**src/rtl/tile_judge_if.sv**
```systemverilog
// Bundles the game-controller and playfield signals seen by the tile judge.
// The master side drives the inputs; the judge itself uses the slave modport.
interface tile_judge_if;
    logic       enable;
    logic       tick;
    logic [3:0] keys;
    logic [3:0] bottom_lane;
    logic       increment;
    logic       miss;
    logic       game_over;
    logic [7:0] combo;
    logic [1:0] lives;

    modport master (
        output enable, tick, keys, bottom_lane,
        input  increment, miss, game_over, combo, lives
    );

    modport slave (
        input  enable, tick, keys, bottom_lane,
        output increment, miss, game_over, combo, lives
    );
endinterface

```
**src/rtl/tile_judge.sv**
```systemverilog
// Rhythm-game judge: debounces four lane buttons and scores hits and misses
// against the tile currently sitting in the judge row.
module tile_judge #(
    parameter logic [15:0] DEBOUNCE_CYCLES = 16'd50000,
    parameter logic [1:0]  LIVES           = 2'd3
) (
    input  logic        clk,
    input  logic        rst,
    tile_judge_if.slave bus
);
    typedef enum logic [1:0] {IDLE, ARMED, WAIT, OVER} state_e;

    logic [3:0]       syncMeta_q;
    logic [3:0]       syncOut_q;
    logic [3:0]       pressedLevel;
    logic [3:0]       debounced_q;
    logic [3:0]       debounced_d;
    logic [3:0]       debouncedPrev_q;
    logic [3:0][15:0] debounceCnt_q;
    logic [3:0][15:0] debounceCnt_d;
    logic [3:0]       press;

    state_e     state_q;
    logic [3:0] target_q;
    logic       increment_q;
    logic       miss_q;
    logic       gameOver_q;
    logic [7:0] combo_q;
    logic [1:0] lives_q;

    logic hit;
    logic wrongPress;
    logic tilePassed;
    logic missEvent;

    // Buttons are active-low, so the synchronizer idles high (released).
    always_ff @(posedge clk or posedge rst) begin
        if (rst) begin
            syncMeta_q <= 4'hF;
            syncOut_q  <= 4'hF;
        end else begin
            syncMeta_q <= bus.keys;
            syncOut_q  <= syncMeta_q;
        end
    end

    assign pressedLevel = ~syncOut_q;

    always_comb begin
        debounced_d   = debounced_q;
        debounceCnt_d = debounceCnt_q;
        for (int i = 0; i < 4; i++) begin
            if (pressedLevel[i] != debounced_q[i]) begin
                if (debounceCnt_q[i] == DEBOUNCE_CYCLES - 16'd1) begin
                    debounced_d[i]   = pressedLevel[i];
                    debounceCnt_d[i] = 16'd0;
                end else begin
                    debounceCnt_d[i] = debounceCnt_q[i] + 16'd1;
                end
            end else begin
                debounceCnt_d[i] = 16'd0;
            end
        end
    end

    always_ff @(posedge clk or posedge rst) begin
        if (rst) begin
            debounced_q     <= 4'h0;
            debouncedPrev_q <= 4'h0;
            debounceCnt_q   <= '0;
        end else begin
            debounced_q     <= debounced_d;
            debouncedPrev_q <= debounced_q;
            debounceCnt_q   <= debounceCnt_d;
        end
    end

    assign press = debounced_q & ~debouncedPrev_q;

    // A press is judged against the held target before a same-cycle tick replaces it.
    assign hit        = (state_q == WAIT) && (target_q != 4'h0) && (press == target_q);
    assign wrongPress = (press != 4'h0) && !hit;
    assign tilePassed = (state_q == WAIT) && bus.tick && !hit;
    assign missEvent  = wrongPress || tilePassed;

    always_ff @(posedge clk or posedge rst) begin
        if (rst) begin
            state_q     <= IDLE;
            target_q    <= 4'h0;
            increment_q <= 1'b0;
            miss_q      <= 1'b0;
            gameOver_q  <= 1'b0;
            combo_q     <= 8'd0;
            lives_q     <= 2'd0;
        end else begin
            increment_q <= 1'b0;
            miss_q      <= 1'b0;
            if (!bus.enable) begin
                state_q    <= IDLE;
                gameOver_q <= 1'b0;
                target_q   <= 4'h0;
            end else begin
                case (state_q)
                    IDLE: begin
                        lives_q  <= LIVES;
                        combo_q  <= 8'd0;
                        target_q <= 4'h0;
                        state_q  <= ARMED;
                    end
                    ARMED, WAIT: begin
                        if (hit) begin
                            increment_q <= 1'b1;
                            if (combo_q != 8'hFF) begin
                                combo_q <= combo_q + 8'd1;
                            end
                        end
                        if (bus.tick) begin
                            target_q <= bus.bottom_lane;
                            state_q  <= (bus.bottom_lane != 4'h0) ? WAIT : ARMED;
                        end else if (hit) begin
                            target_q <= 4'h0;
                            state_q  <= ARMED;
                        end
                        // Two coinciding miss causes still cost only one life.
                        if (missEvent) begin
                            miss_q  <= 1'b1;
                            combo_q <= 8'd0;
                            lives_q <= lives_q - 2'd1;
                            if (lives_q == 2'd1) begin
                                state_q    <= OVER;
                                gameOver_q <= 1'b1;
                            end
                        end
                    end
                    OVER: begin
                        gameOver_q <= 1'b1;
                    end
                    default: begin
                        state_q <= IDLE;
                    end
                endcase
            end
        end
    end

    assign bus.increment = increment_q;
    assign bus.miss      = miss_q;
    assign bus.game_over = gameOver_q;
    assign bus.combo     = combo_q;
    assign bus.lives     = lives_q;
endmodule

```
**src/flat_wrapper.sv**
```systemverilog
// flat-port wrapper written by rule: the top's interface ports become plain ports
module tile_judge_flat 
#(
    parameter logic [15:0] DEBOUNCE_CYCLES = 16'd50000,
    parameter logic [1:0]  LIVES           = 2'd3
)
  (clk, rst, bus_enable, bus_tick, bus_keys, bus_bottom_lane, bus_increment, bus_miss, bus_game_over, bus_combo, bus_lives);
  tile_judge_if bus_i ();
  input  logic clk;
  input  logic rst;
  input wire logic [$bits(bus_i.enable)-1:0] bus_enable;
  input wire logic [$bits(bus_i.tick)-1:0] bus_tick;
  input wire logic [$bits(bus_i.keys)-1:0] bus_keys;
  input wire logic [$bits(bus_i.bottom_lane)-1:0] bus_bottom_lane;
  output wire logic [$bits(bus_i.increment)-1:0] bus_increment;
  output wire logic [$bits(bus_i.miss)-1:0] bus_miss;
  output wire logic [$bits(bus_i.game_over)-1:0] bus_game_over;
  output wire logic [$bits(bus_i.combo)-1:0] bus_combo;
  output wire logic [$bits(bus_i.lives)-1:0] bus_lives;
  assign bus_i.enable = bus_enable;
  assign bus_i.tick = bus_tick;
  assign bus_i.keys = bus_keys;
  assign bus_i.bottom_lane = bus_bottom_lane;
  assign bus_increment = bus_i.increment;
  assign bus_miss = bus_i.miss;
  assign bus_game_over = bus_i.game_over;
  assign bus_combo = bus_i.combo;
  assign bus_lives = bus_i.lives;
  tile_judge #(.DEBOUNCE_CYCLES(DEBOUNCE_CYCLES), .LIVES(LIVES)) u_core (.clk(clk), .rst(rst), .bus(bus_i));
endmodule
```
**config.mk**
```make
export PLATFORM = sky130hd
export DESIGN_NAME = tile_judge_flat
export DESIGN_NICKNAME = d
export VERILOG_FILES = /design/src/rtl/tile_judge_if.sv /design/src/rtl/tile_judge.sv /design/src/flat_wrapper.sv
export SDC_FILE = /design/constraint.sdc
export NUM_CORES = 1
export LEC_CHECK = 0
export CORE_UTILIZATION = 40
export DETAILED_ROUTE_END_ITERATION = 10
export GPL_TIMING_DRIVEN = 0
export SKIP_LAST_GASP = 1
export SLEW_MARGIN = 20
export SYNTH_ARGS = -nofsm -noshare
export SYNTH_HDL_FRONTEND = slang
export SYNTH_SLANG_ARGS = --single-unit
```
**constraint.sdc**
```tcl
create_clock -name clk -period 9.9 [get_ports clk]
set_input_delay 1.98 -clock clk [delete_from_list [all_inputs] [get_ports clk]]
set_output_delay 1.98 -clock clk [all_outputs]
set_load 0.005 [all_outputs]
```
# ---- Word level (Yosys, flattened, before mapping)
# Cells that the tools add are included.
dict set report word_totals {
  regBits 99
  memories 0
  output_inout_bits 13
  elab_cells 105
  latch_bits 0
  in_bits 12
  ram_bits 0
  romBits 0
}
dict set report op_classes {
  n_reduce_logical 21
  multipliers 0
  bitwise 3
  mux 35
  n_addsub 6
  magnitude_cmp 0
  shifts 0
  div_mod_pow 0
  n_eq_ne 22
}
# op n
set op_table {}
lappend op_table {{2-to-1 mux 16 bit} 8}
lappend op_table {{adder 16 x 1 -> 16 bit (second input constant)} 4}
lappend op_table {{equality test 16 bit (second input constant)} 4}
lappend op_table {{2-to-1 mux 8 bit} 3}
lappend op_table {{one-hot mux 8 bit (2 select lines)} 1}
lappend op_table {{2-to-1 mux 2 bit} 7}
lappend op_table {{2-to-1 mux 4 bit} 3}
lappend op_table {{inequality test 3 x 1 -> 1 bit (second input constant)} 4}
lappend op_table {{nonzero test 4 bit} 3}
lappend op_table {{AND reduction 2 bit} 5}
lappend op_table {{2-to-1 mux 1 bit} 9}
lappend op_table {{adder 8 x 1 -> 8 bit (second input constant)} 1}
lappend op_table {{inequality test 8 bit (second input constant)} 1}
lappend op_table {{NOT 4 bit} 2}
lappend op_table {{one-hot mux 2 bit (2 select lines)} 2}
lappend op_table {{one-hot mux 4 bit (2 select lines)} 1}
lappend op_table {{inequality test 3 x 2 -> 1 bit (second input constant)} 2}
lappend op_table {{AND reduction 3 bit} 2}
lappend op_table {{logical AND 1 bit} 5}
lappend op_table {{bitwise AND 4 bit} 1}
lappend op_table {{equality test 2 x 1 -> 1 bit (second input constant)} 2}
lappend op_table {{equality test 2 bit (second input constant)} 2}
lappend op_table {{equality test 4 bit} 1}
lappend op_table {{inequality test 1 bit} 4}
lappend op_table {{other kinds (10)} 10}

# ---- Logic depth before layout (Yosys ltp)
dict set report logic_depth {
  ltp_word 10
  depth_mapped 8
  ltp_nobuf 7
}

# ---- Least setup slack after synthesis
# No wires, ideal clock.
dict set report synth_timing {
  kind {input -> register}
  startpoint {in bus_enable}
  endpoint {reg u_core.combo_q[6] (netlist: u_core.bus.combo[6])}
  arrival_ps 2917
  path_buffers 1
  setup_slack_ps 6857
  required_time_ps 9774
  setup_ps 126
  stages 7
  path_cell_list {nor2b_1 -> buf_2 -> nand2_1 -> a21o_1 -> nor4_1 -> xnor2_1 -> nor2_1}
}
dict set report synth_via {
  elab_chain_len 1
}
# item line_no
set synth_rtl {}
lappend synth_rtl {{start, declared} flat_wrapper.sv:11} ;# input wire logic [$bits(bus_i.enable)-1:0] bus_enable;
lappend synth_rtl {{AND reduction 4 bit (no line)} --}
lappend synth_rtl {{end signal, assigned} tile_judge.sv:114} ;# combo_q <= combo_q + 8'd1;
lappend synth_rtl {{end, declared} tile_judge.sv:28} ;# logic [7:0] combo_q;
# No other way between the ends.
# A chain may end at the register's enable or synchronous reset.

# ---- Worst setup path in the final report
# Same ends and word-level chain as after synthesis.

==> reports/metrics.yaml <==
initial_core_util: 0.410
vias: 3323
yosys_warnings: 0
cts-buffers-inserted: 9
overflow: 0
synth_edf_count: 0
drt-total-wl_um: 8350
worstSetupPathType: "in2reg"
hold_buffers: 0
insertedDiodeCount: 0
synth-seq-cells: 99
synth_cells: 463
routedWlPerCell_um: 12.9
rsz0062_at_grt: "false"
syn_area_per_cell_um2: 10.1
hold_path.class: "reg2reg"
cp.required_ns: 10.12
syn_nets: 484
port_buffers: 24
core_area_um2: 11400
grt_pass1_vias: 3112
slew_headroom: 0.641
place_area_um2: 5130
path_clk_slew_ns: 0.07
drc: 0
yosys.area.top_type: "dfrtp_1"
cts_setup_buffers: 0
hold_viol: 0
layout_commonest_cell: "dfrtp_1"
gp_congestion: 0.805
p_leak_nw: 2.29
cts_sinks: 99
area_growth_pct: 15.4
worstSkewPairLatency_ns: 0.34
antenna_found_initial: 0
setup_violations: 0
synth.distinct_cells: 48
cts_tree: "built"
die_h_um: 110
ir_worst_vdd_mv: 0.108
outcome: "finished, final reports clean"
power_density_nw_per_um2: 165
ant_nets: 0
grt_max_degree: 75
drive_above_1_share: 0.0835
cp-end-kind: "flop"
tightestPinTransition_ns: 0.535
mostFrequentLayoutCells: "dfrtp_1 (91), nor2_1 (87), nand2_1 (43)"
rows: 39
fin_skew_ns: 0.00482
cp_data_arrival_time_ns: 3.58
ys.flop_type: "dfrtp_1"
final_area_um2: 5400
mappedNetlistArea_um2: 4680
die_w_um: 110
track_usage: 0.149
fillers: 1071
drtIter0Drc: 296
dieArea_um2: 12100
dp.final_hpwl_um: 5770
nets: 520
drt-pass1-iter-count: 4
grt_pass1_wl_um: 14000
synthArstFlopShare: 1.00
power_mw: 0.891
fin_tns_setup_ns: 0
root_buffer: "clkbuf_16"
finalMaxSlewViolations: 0
ios: 25
yosys.area.top_type_share: 0.486
clock_tree.buffer_depth: 2
viasPerCell: 5.14
htreeDepth: 3
fin_crit_sh: 0.339
cts_resized: 0
path_max_fanout: 8
synth.area.top_cells: "dfrtp_1 (49%), nor2_1 (7.0%), xnor2_1 (6.2%)"
max_freq_ghz: 0.298
critPathLaunchType: "input pin"
final.min_clock_period_ns: 3.36
max_cap_viol_count: 0
ys_seq_area_frac: 0.531
-- per-stage QoR --
| stage | setup WS [ns] | hold WS, ns | std cells | util |
|---|---|---|---|---|
| floorplan | 5.34 | 0.345 | 463 | - |
| global placement | 3.84 | 0.346 | 630 | 0.447 |
| detailed placement | 6.17 | 0.349 | 631 | 0.450 |
| CTS | 6.53 | 0.352 | 646 | 0.473 |
| global route | 6.33 | 0.358 | 646 | 0.473 |
| finish | 6.54 | 0.353 | 646 | 0.473 |
-- flip-flops by register name, summed over array words and instances (netlist names) --
| register | flops |
|---|---|
| u_core.bus.combo | 8 |
| u_core.bus.game_over | 1 |
| u_core.bus.increment | 1 |
| u_core.bus.lives | 2 |
| u_core.bus.miss | 1 |
| u_core.debounceCnt_q | 64 |
| u_core.debouncedPrev_q | 4 |
| u_core.debounced_q | 4 |
| u_core.state_q | 2 |
| u_core.syncMeta_q | 4 |
| u_core.syncOut_q | 4 |
| u_core.target_q | 4 |
-- cells by family after synthesis --
group / after synthesis / synth area share
AND/OR/NAND/NOR: 226 / 0.234
multiplexers: 2 / 0.00454
XOR/XNOR: 66 / 0.128
AO/OA/AOI/OAI: 40 / 0.0601
flip-flops: 99 / 0.531
adder cells (fa/ha/maj): 9 / 0.0241
buffers and inverters: 21 / 0.0179
-- metal layers --
| layer | share of wire | up-vias | GRT usage |
|---|---|---|---|
| met4 | 0.017 | 0 | 0.0733 |
| met2 | 0.46 | 43 | 0.233 |
| met5 | 0 | - | 0 |
| met1 | 0.50 | 1611 | 0.199 |
| met3 | 0.026 | 12 | 0.0265 |
| li1 | - | 1657 | - |
-- final timing paths --
path                                                       to  depth (start not counted)                                from  slack [ns]
min                             u_core.syncOut_q[2]$_DFF_PP1_                          0      u_core.syncMeta_q[2]$_DFF_PP1_        0.35
max reg2reg                u_core.debounceCnt_q[55]$_DFF_PP0_                          8  u_core.debounceCnt_q[48]$_DFF_PP0_        7.91
min reg2reg                     u_core.syncOut_q[2]$_DFF_PP1_                          0      u_core.syncMeta_q[2]$_DFF_PP1_        0.35
max in group asynchronous       u_core.syncOut_q[1]$_DFF_PP1_                          3                                 rst        7.26
max                           u_core.bus.combo[6]$_DFFE_PP0P_                          8                          bus_enable        6.54
min in group asynchronous   u_core.debounceCnt_q[6]$_DFF_PP0_                          2                                 rst        1.97
-- synthesized netlist by cell type, types with 2 or more instances --
library cell / instances
a21o_1: 3
a21oi_1: 10
a31oi_1: 3
a32o_1: 4
and3_1: 18
and4_1: 2
clkbuf_1: 5
dfrtp_1: 91
dfstp_2: 8
ha_1: 9
inv_1: 14
nand2_1: 43
nand2b_1: 2
nand3_1: 24
nand4_1: 12
nor2_1: 87
nor2b_4: 3
nor3_1: 19
nor4_1: 4
nor4b_1: 3
o21ai_0: 7
o311ai_1: 2
or3_1: 2
xnor2_1: 33
xnor2_2: 3
xor2_1: 30
-- critical path, cell delays in order --
cell,delay (ns)
clkdlybuf4s50_1,0.51
nor2b_1,0.13
buf_2,0.19
nand2_1,0.07
a21o_1,0.18
nor4_1,0.31
xnor2_1,0.16
nor2_1,0.06
-- cell type report --
type / count / area [um2] / area share
flip-flops and latches: 99 / 2490 / 0.460
multi-input cells: 343 / 2110 / 0.391
inverters: 14 / 57.6 / 0.0107
clock buffers: 11 / 243 / 0.0449
repair buffers: 25 / 268 / 0.0496
plain buffers: 7 / 31.3 / 0.00579
clock inverters: 4 / 26.3 / 0.00486
well taps: 143 / 179 / 0.0331
-- report_power, final --
group          internal [mW]  leakage, nW  switching (mW)
registers              0.420         1.33          0.0147
clock network          0.176        0.132           0.145
logic                 0.0525        0.827          0.0818
total                  0.649         2.29           0.242
(Power assumes the default switching activity.)
